--- config.mk ---
export PLATFORM = sky130hd
export DESIGN_NAME = mul_dispatch
export DESIGN_NICKNAME = d
export VERILOG_FILES = /design/src/rtl/mul_pkg.sv /design/src/rtl/operand_fifo.sv /design/src/rtl/mul_dispatch.sv
export SDC_FILE = /design/constraint.sdc
export NUM_CORES = 1
export LEC_CHECK = 0
export ABC_AREA = 1
export ABC_CLOCK_PERIOD_IN_PS = 6300
export BUFFER_PORTS_ARGS = -buffer_cell sky130_fd_sc_hd__buf_2
export CORE_ASPECT_RATIO = 2
export CORE_MARGIN = 10
export CORE_UTILIZATION = 60
export DETAILED_ROUTE_END_ITERATION = 8
export PLACE_DENSITY = 0.84
export SETUP_SLACK_MARGIN = 0.4
export SYNTH_ARGS = -nofsm -noshare
export SYNTH_HDL_FRONTEND = slang
export SYNTH_HIERARCHICAL = 1
export SYNTH_SLANG_ARGS = --single-unit
--- constraint.sdc ---
create_clock -name clk -period 6.3 [get_ports clk]
set_input_delay 0.315 -clock clk [delete_from_list [all_inputs] [get_ports clk]]
set_output_delay 0.315 -clock clk [all_outputs]
set_load 0.01 [all_outputs]
--- src/rtl/mul_pkg.sv ---
// rtl/mul_pkg.sv - shared state encoding and widths for the Booth multiplier and its dispatcher
package mul_pkg;

   localparam int MUL_WIDTH  = 8;
   localparam int MUL_PWIDTH = 2 * MUL_WIDTH;

   typedef enum logic [1:0] {
      IDLE,
      ISSUE,
      WAIT,
      HOLD
   } mul_state_t;

endpackage

--- src/rtl/operand_fifo.sv ---
// rtl/operand_fifo.sv - synchronous operand-pair FIFO with count-based full/empty flags
module operand_fifo #(
   parameter int DEPTH = 4,
   parameter int DW    = 16
) (
   input  logic          clk,
   input  logic          reset,
   input  logic          push,
   input  logic [DW-1:0] wdata,
   input  logic          pop,
   output logic [DW-1:0] rdata,
   output logic          full,
   output logic          empty
);

   localparam int AW = $clog2(DEPTH);

   logic [DW-1:0] mem [DEPTH];
   logic [AW-1:0] wptr;
   logic [AW-1:0] rptr;
   logic [AW:0]   count;
   logic          do_push;
   logic          do_pop;

   // Flags come from the registered count only: a pop never frees a slot for a push in the same cycle.
   assign full    = (count == (AW+1)'(DEPTH));
   assign empty   = (count == '0);
   assign do_push = push && !full;
   assign do_pop  = pop && !empty;
   assign rdata   = mem[rptr];

   always_ff @(posedge clk) begin
      if (do_push) begin
         mem[wptr] <= wdata;
      end
   end

   always_ff @(posedge clk) begin
      if (reset) begin
         wptr  <= '0;
         rptr  <= '0;
         count <= '0;
      end else begin
         if (do_push) begin
            wptr <= wptr + 1'b1;
         end
         if (do_pop) begin
            rptr <= rptr + 1'b1;
         end
         if (do_push && !do_pop) begin
            count <= count + 1'b1;
         end else if (!do_push && do_pop) begin
            count <= count - 1'b1;
         end
      end
   end

endmodule

--- src/rtl/mul_dispatch.sv ---
// rtl/mul_dispatch.sv - queues signed operand pairs, issues them to mul one at a time, returns products
module mul_dispatch
   import mul_pkg::*;
#(
   parameter int WIDTH   = MUL_WIDTH,
   parameter int DEPTH   = 4,
   parameter int TIMEOUT = 32
) (
   input  logic                 clk,
   input  logic                 reset,
   input  logic                 in_valid,
   output logic                 in_ready,
   input  logic [WIDTH-1:0]     in_x,
   input  logic [WIDTH-1:0]     in_y,
   output logic                 mul_start,
   output logic [WIDTH-1:0]     mul_x,
   output logic [WIDTH-1:0]     mul_y,
   input  logic [2*WIDTH-1:0]   mul_z,
   input  logic                 mul_valid,
   output logic                 out_valid,
   input  logic                 out_ready,
   output logic [2*WIDTH-1:0]   out_z,
   output logic                 out_err
);

   localparam int PW  = 2 * WIDTH;
   localparam int WCW = $clog2(TIMEOUT);
   localparam logic [WCW-1:0] WLAST = WCW'(TIMEOUT - 1);

   mul_state_t     state;
   logic [WCW-1:0] wcnt;
   logic           full;
   logic           empty;
   logic           push;
   logic           pop;
   logic [PW-1:0]  head;

   assign in_ready = !full;
   assign push     = in_valid && in_ready;
   assign pop      = (state == IDLE) && !empty;

   operand_fifo #(
      .DEPTH (DEPTH),
      .DW    (PW)
   ) u_fifo (
      .clk   (clk),
      .reset (reset),
      .push  (push),
      .wdata ({in_x, in_y}),
      .pop   (pop),
      .rdata (head),
      .full  (full),
      .empty (empty)
   );

   always_ff @(posedge clk) begin
      if (reset) begin
         state     <= IDLE;
         wcnt      <= '0;
         mul_start <= 1'b0;
         mul_x     <= '0;
         mul_y     <= '0;
         out_valid <= 1'b0;
         out_z     <= '0;
         out_err   <= 1'b0;
      end else begin
         mul_start <= 1'b0;
         case (state)
            IDLE: begin
               if (!empty) begin
                  mul_x     <= head[PW-1:WIDTH];
                  mul_y     <= head[WIDTH-1:0];
                  mul_start <= 1'b1;
                  state     <= ISSUE;
               end
            end
            ISSUE: begin
               wcnt  <= '0;
               state <= WAIT;
            end
            WAIT: begin
               wcnt <= wcnt + 1'b1;
               // First WAIT cycle ignores mul_valid: it may still be the previous operation's level.
               if ((wcnt != '0) && mul_valid) begin
                  out_z     <= mul_z;
                  out_err   <= 1'b0;
                  out_valid <= 1'b1;
                  state     <= HOLD;
               end else if (wcnt == WLAST) begin
                  out_z     <= '0;
                  out_err   <= 1'b1;
                  out_valid <= 1'b1;
                  state     <= HOLD;
               end
            end
            HOLD: begin
               if (out_ready) begin
                  out_valid <= 1'b0;
                  state     <= IDLE;
               end
            end
            default: state <= IDLE;
         endcase
      end
   end

endmodule

==> Word level (Yosys, flattened, before mapping) <==
Memory sizes are Yosys's and may differ from the RTL's. A register that Yosys moved wholly into a read port is not among the register bits.
Index checks and enable logic that the tools add are counted.
{ "word_totals": {"regBits": 33, "latchBits": 0, "ramBits": 64, "mem_bits_ro": 0, "inputBits": 37, "wordCells": 66, "memories": 1} }
{ "classes": {"n_addsub": 5, "mul": 0, "div": 0, "order_cmp": 0, "n_eq_ne": 8, "n_shift": 0, "n_mux": 18, "bitwise_logic": 2, "reduce_logical": 23} }
{ "mem_list": {"columns": ["name", "depth", "width", "rd", "rd_ports_with_merged_regs", "write_ports", "line_no", "rtl"], "rows": [
  ["u_fifo.mem", 4, 16, 1, 1, 1, "operand_fifo.sv:18", "logic [DW-1:0] mem [DEPTH];"]
]} }
{ "op_table": {"columns": ["cell", "count"], "rows": [
  ["2-to-1 mux 16 bit", 2],
  ["case mux 5 bit (2 select lines)", 1],
  ["2-to-1 mux 2 bit", 4],
  ["case mux 2 bit (4 select lines)", 1],
  ["nonzero test 2 bit", 4],
  ["logical AND 1 bit", 7],
  ["2-to-1 mux 1 bit", 7],
  ["2-to-1 mux 3 bit", 2],
  ["AND reduction 3 bit", 2],
  ["adder 5 x 1 -> 5 bit, second input constant", 1],
  ["== test 5 bit, second input constant", 1],
  ["nonzero test 5 bit", 1],
  ["adder 2 x 1 -> 2 bit, second input constant", 2],
  ["== test 2 bit, second input constant", 2],
  ["zero test 1 bit", 4],
  ["!= test 2 bit, second input constant", 2],
  ["AND reduction 2 bit", 2],
  ["adder 3 x 1 -> 3 bit, second input constant", 1],
  ["== test 3 bit, second input constant", 1],
  ["zero test 3 bit", 1],
  ["!= test 3 bit, second input constant", 1],
  ["subtractor 3 x 1 -> 3 bit, second input constant", 1],
  ["== test 2 x 1 -> 1 bit, second input constant", 1],
  ["zero test 2 bit", 1],
  ["3 further kinds", 4]
]} }

==> Depth between registers and ports, before layout <==
{ "depth": {"depth_word": 8, "mapped_depth": 15} }

==> By module <==
The synthesis kept the hierarchy.
{ "by_module_without_submodules": {"columns": ["mod", "instances", "cells_each", "area_each_um2", "seq_area_each_um2"], "rows": [
  ["operand_fifo", 1, 224, 2847.7, 2102.0],
  ["mul_dispatch", 1, 225, 1781.7, 840.8]
]} }

==> Worst setup path before layout <==
Ideal clock, no wire load.
{ "synth_path": {"path_type": "register to register", "from": "register u_fifo.count[0]", "to": "register u_fifo.count[1]", "arrival_time_ns": 1.919, "required_time_ns": 6.184, "slack_ns": 4.266, "path_stages_with_launch": 12, "path_buffers": 1, "period_less_slack_ns": 2.034, "cell_sequence": "dfxtp_1 nor2_1 nand2_1 inv_1 nor2_4 buf_2 nand2_2 ha_1 inv_1 fa_1 o21ai_0 nor2_1"} }
{ "synth_between": {"elab_chain_cells": 7, "elab_cells_between_ends": 17, "cone_classes": "add/sub (2); eq/ne (1); mux (2); reduce/logical (12)"} }
{ "synth_lines": {"columns": ["item", "line_no", "rtl"], "rows": [
  ["from (decl)", "operand_fifo.sv:21", "logic [AW:0] count;"],
  ["from (signal assigned)", "operand_fifo.sv:51", "count <= count + 1'b1;"],
  ["from (signal assigned)", "operand_fifo.sv:53", "count <= count - 1'b1;"],
  ["zero test 3 bit *", "operand_fifo.sv:27", "assign empty = (count == '0);"],
  ["named net empty", "mul_dispatch.sv:33", "logic empty;"],
  ["zero test 1 bit *", "mul_dispatch.sv:40", "assign pop = (state == IDLE) && !empty;"],
  ["logical AND 1 bit *", "mul_dispatch.sv:40", null],
  ["named net pop", "mul_dispatch.sv:35", "logic pop;"],
  ["logical AND 1 bit *", "operand_fifo.sv:29", "assign do_pop = pop && !empty;"],
  ["zero test 1 bit", "operand_fifo.sv:50", "if (do_push && !do_pop) begin"],
  ["logical AND 1 bit", "operand_fifo.sv:50", null],
  ["2-to-1 mux 3 bit or nonzero test 2 bit (tied branches)", null, null]
]} }
The timed path passes the listed nets; every way through them passes the cells marked *. The select of a mux whose other input is x is not followed.
A chain may end at the register's enable or synchronous reset.

==> Worst setup path after layout <==
{ "layout_path": {"from": "register u_fifo.count[0]", "to": "register u_fifo.count[1]"} }
{ "layout_between": {"elab_chain_cells": 7, "elab_cells_between_ends": 17, "cone_classes": "add/sub (2); eq/ne (1); mux (2); reduce/logical (12)"} }
{ "layout_lines": {"columns": ["item", "line_no"], "rows": [
  ["zero test 3 bit *", "operand_fifo.sv:27"],
  ["named net empty", "mul_dispatch.sv:33"],
  ["zero test 1 bit *", "operand_fifo.sv:29, mul_dispatch.sv:40"],
  ["logical AND 1 bit", "mul_dispatch.sv:40"],
  ["logical AND 1 bit *", "operand_fifo.sv:29"],
  ["zero test 1 bit", "operand_fifo.sv:50"],
  ["logical AND 1 bit", "operand_fifo.sv:50"],
  ["2-to-1 mux 3 bit or nonzero test 2 bit (tied branches)", null]
]} }
Marks and branches as above.

==> flow_summary.ini <==
[run_status]
status = complete, no violations

[final_layout]
antenna_cells = 0
fill_cells = 515
area_growth_pct = 20.97
multi_input_area_um2 = 1426
fin_nets = 577
drive_above_1_share_pct = 23.33
regArea_um2 = 2943
finalNonFillerCells = 634

[detailed_routing]
dr.pass1.iters = 5
viasPerCell = 5.699
drcViolationCount = 0
wl_mm = 11.10
drtIter0Drc = 294
ant_nets = 0
wl_per_cell_um = 17.51
via_count = 3613

[power_and_ir_drop]
max-vdd-ir-drop_mv = 0.3069
finalPower_mw = 2.604
powerDensity_nw_per_um2 = 465.0
leakage_nw = 2.310

[global_route]
grt_pass1_vias = 3903
grt_max_degree = 34
overflow = 0
grt_pass1_wl_mm = 17.83
grtUsageTotal_pct = 20.05
antenna_found_initial = 0

[worst_setup_path]
cp_top_family = simple AND/OR/NAND/NOR gates
max_stage_delay_ps = 420
critical_path_depth = 10
worstPathArrival_ps = 2700
critPathLaunchType = flop
r2r_slack_ps = 3890
crit_slowest_cell = fa_1
cp.buffers_inverters = 2
timing.rr.start = u_fifo/count[0]$_SDFFE_PP0P_
crit_fanout = 20
crit_type = reg -> reg
endpoint_kind = flop
rr_worst_depth = 10
worst-endpoint-required_ps = 6590
crit_chain = nor2_1 -> nand2_1 -> inv_1 -> nor2_4 -> nand2_2 -> ha_1 -> inv_1 -> fa_1 -> o21ai_0 -> nor2_1
r2r-end = u_fifo/count[1]$_SDFFE_PP0P_

[clock_tree]
htree_num_levels = 4
root_buffer = clkbuf_16
cts_setup_buffers = 0
clkTransAtPathRegs_ps = 50
numCtsBuffers = 17
clock_sinks = 115
cts_tree = done
clockBufferDepth = 2
cts_resized = 0
worstSkewPairLatency_ps = 410
postCtsHoldBufs = 0

[hold_path]
holdCritStartpoint = in_x[7]
worst_hold_path_type = in -> reg
min_to = u_fifo/mem[1][15]$_DFFE_PP_
hold_path_depth = 1

[floorplanning]
start_util_pct = 61.36
core_um2 = 7545
num_io_pins = 73
die_y_um = 144.2
rows = 45
dieWidth_um = 82.11
die_area_um2 = 11840

[sta]
timing.final.crit_share_pct = 38.28
timing.hold.ws_ps = 125.2
slew_viol_final = 0
relSlewSlack_pct = 54.21
setup_slack_ps = 3888
finalCriticalPeriod_ps = 2412
finalHoldViolations = 0
fin_setup_tns_ps = 0
clock_skew_ps = 4.602
grt_setup_unrepaired = false
finalSetupViolations = 0
worst_pin_slew_ps = 685.9
fmax_mhz = 414.6

[synthesis]
ys_ff_latch = 115
syn_area_um2 = 4629
synthArstFlopShare_pct = 0
synth-seq-area-share_pct = 63.57
synth_cells = 449
syn_area_per_cell_um2 = 10.31
ys_types = 30
synth_top_flop_cell = edfxtp_1
synth_nets = 499
yosys_warnings = 6
synth_edf_count = 64

[job]
cap_violations = 0

[place]
pre_cts_slack_ps = 3961
dp_hpwl_mm = 7.192
gp_congestion = 0.7791
place_inst = 602
portBuffers = 72
==> cells in the final DEF (no fill, tap or decap) <==
master,instances
nor2_1,90
buf_2,72
edfxtp_1,64
dfxtp_1,51
nand2_1,39
inv_1,35
o21ai_1,28
nand3_1,24
o21ai_0,21
clkbuf_16,18
a21oi_1,16
o22ai_1,16
ha_1,12
a21oi_2,10
nand2_2,8
clkbuf_1,6
buf_4,5
nor3_1,3
clkinv_2,3
clkbuf_8,3
inv_2,3
clkinv_1,2
nand4_1,2
nor2_4,1
nand3_4,1
inv_4,1
o211ai_1,1
xnor2_1,1
bufinv_16,1
xor2_1,1
nand3b_1,1
fa_1,1
==> cells in the mapped netlist, types with 3 or more instances <==
cell type / number / area, µm²
o22ai_1: 16 / 100.1
a21oi_1: 16 / 80.08
dfxtp_1: 51 / 1021
buf_2: 10 / 50.05
nor3_1: 3 / 15.01
inv_2: 3 / 11.26
a21oi_2: 10 / 87.58
inv_1: 35 / 131.4
o21ai_1: 28 / 140.1
nand2_1: 39 / 146.4
o21ai_0: 21 / 105.1
buf_4: 3 / 22.52
nand3_1: 24 / 120.1
edfxtp_1: 64 / 1922
ha_1: 12 / 150.1
nor2_1: 90 / 337.8
nand2_2: 8 / 50.05
==> logic make-up (layout without fill, tap and decap cells) <==
family	after synthesis	after routing	share of synthesized area, %
adders and majority gates	13	13	3.676
and+or+nand+nor	169	169	15.51
buffers and inverters	58	149	5.622
xor gates and xnor gates	2	2	0.3784
AOI/OAI and AO/OA	92	92	11.24
DFF	115	115	63.57
==> report_power, final <==
| group | total [mW] | internal (mW) | switching [mW] |
|---|---|---|---|
| combinational | 0.693 | 0.220 | 0.473 |
| clock | 0.898 | 0.593 | 0.305 |
| sequential | 1.01 | 0.939 | 0.0739 |
==> area by class of cell <==
cell class / instances / area share [%]
Tap cell: 94 / 2.100
Clock inverter: 5 / 0.8713
Timing Repair Buffer: 77 / 7.105
Inverter: 40 / 2.726
Sequential cell: 115 / 52.55
Clock buffer: 27 / 9.182
Multi-Input combinational cell: 276 / 25.47
==> worst max-delay path by stage <==
| stage | from | endpoint | slack [ps] |
|---|---|---|---|
| final | u_fifo/count[0]$_SDFFE_PP0P_ | u_fifo/count[1]$_SDFFE_PP0P_ | 3890 |
| after CTS | u_fifo/count[0]$_SDFFE_PP0P_ | u_fifo/count[1]$_SDFFE_PP0P_ | 3890 |
| after detailed placement | u_fifo/count[0]$_SDFFE_PP0P_ | u_fifo/count[1]$_SDFFE_PP0P_ | 3960 |
| after floorplan | u_fifo/count[0]$_SDFFE_PP0P_ | u_fifo/count[1]$_SDFFE_PP0P_ | 4270 |
| after global routing | u_fifo/count[0]$_SDFFE_PP0P_ | u_fifo/count[1]$_SDFFE_PP0P_ | 3710 |
| after global placement | u_fifo/count[0]$_SDFFE_PP0P_ | u_fifo/count[1]$_SDFFE_PP0P_ | 4130 |
==> metrics by stage <==
step / instance area, µm² / util [%]
finish: 5600 / 74.23
global route: 5600 / 74.23
CTS: 5600 / 74.23
detailed placement: 5037 / 66.77
global placement: 5037 / 66.77
floorplan: 4629 / -
==> layer usage <==
layer | routed length (µm) | global-route usage [%] | vias to the layer above
met4 | 418 | 11.44 | 0
met3 | 871 | 7.960 | 40
met1 | 3770 | 18.34 | 1721
met2 | 6044 | 35.56 | 175
met5 | 0 | 0 | -
li1 | - | - | 1677
==> registers in the layout, summed over array words and instances, names as in the netlist, named ones only <==
signal,cells
mul_start,1
u_fifo/mem,64
out_err,1
mul_y,8
mul_x,8
out_z,16
u_fifo/rptr,2
u_fifo/count,3
out_valid,1
u_fifo/wptr,2
state,2
wcnt,5
Note: power is estimated with default switching activity, not from simulation.
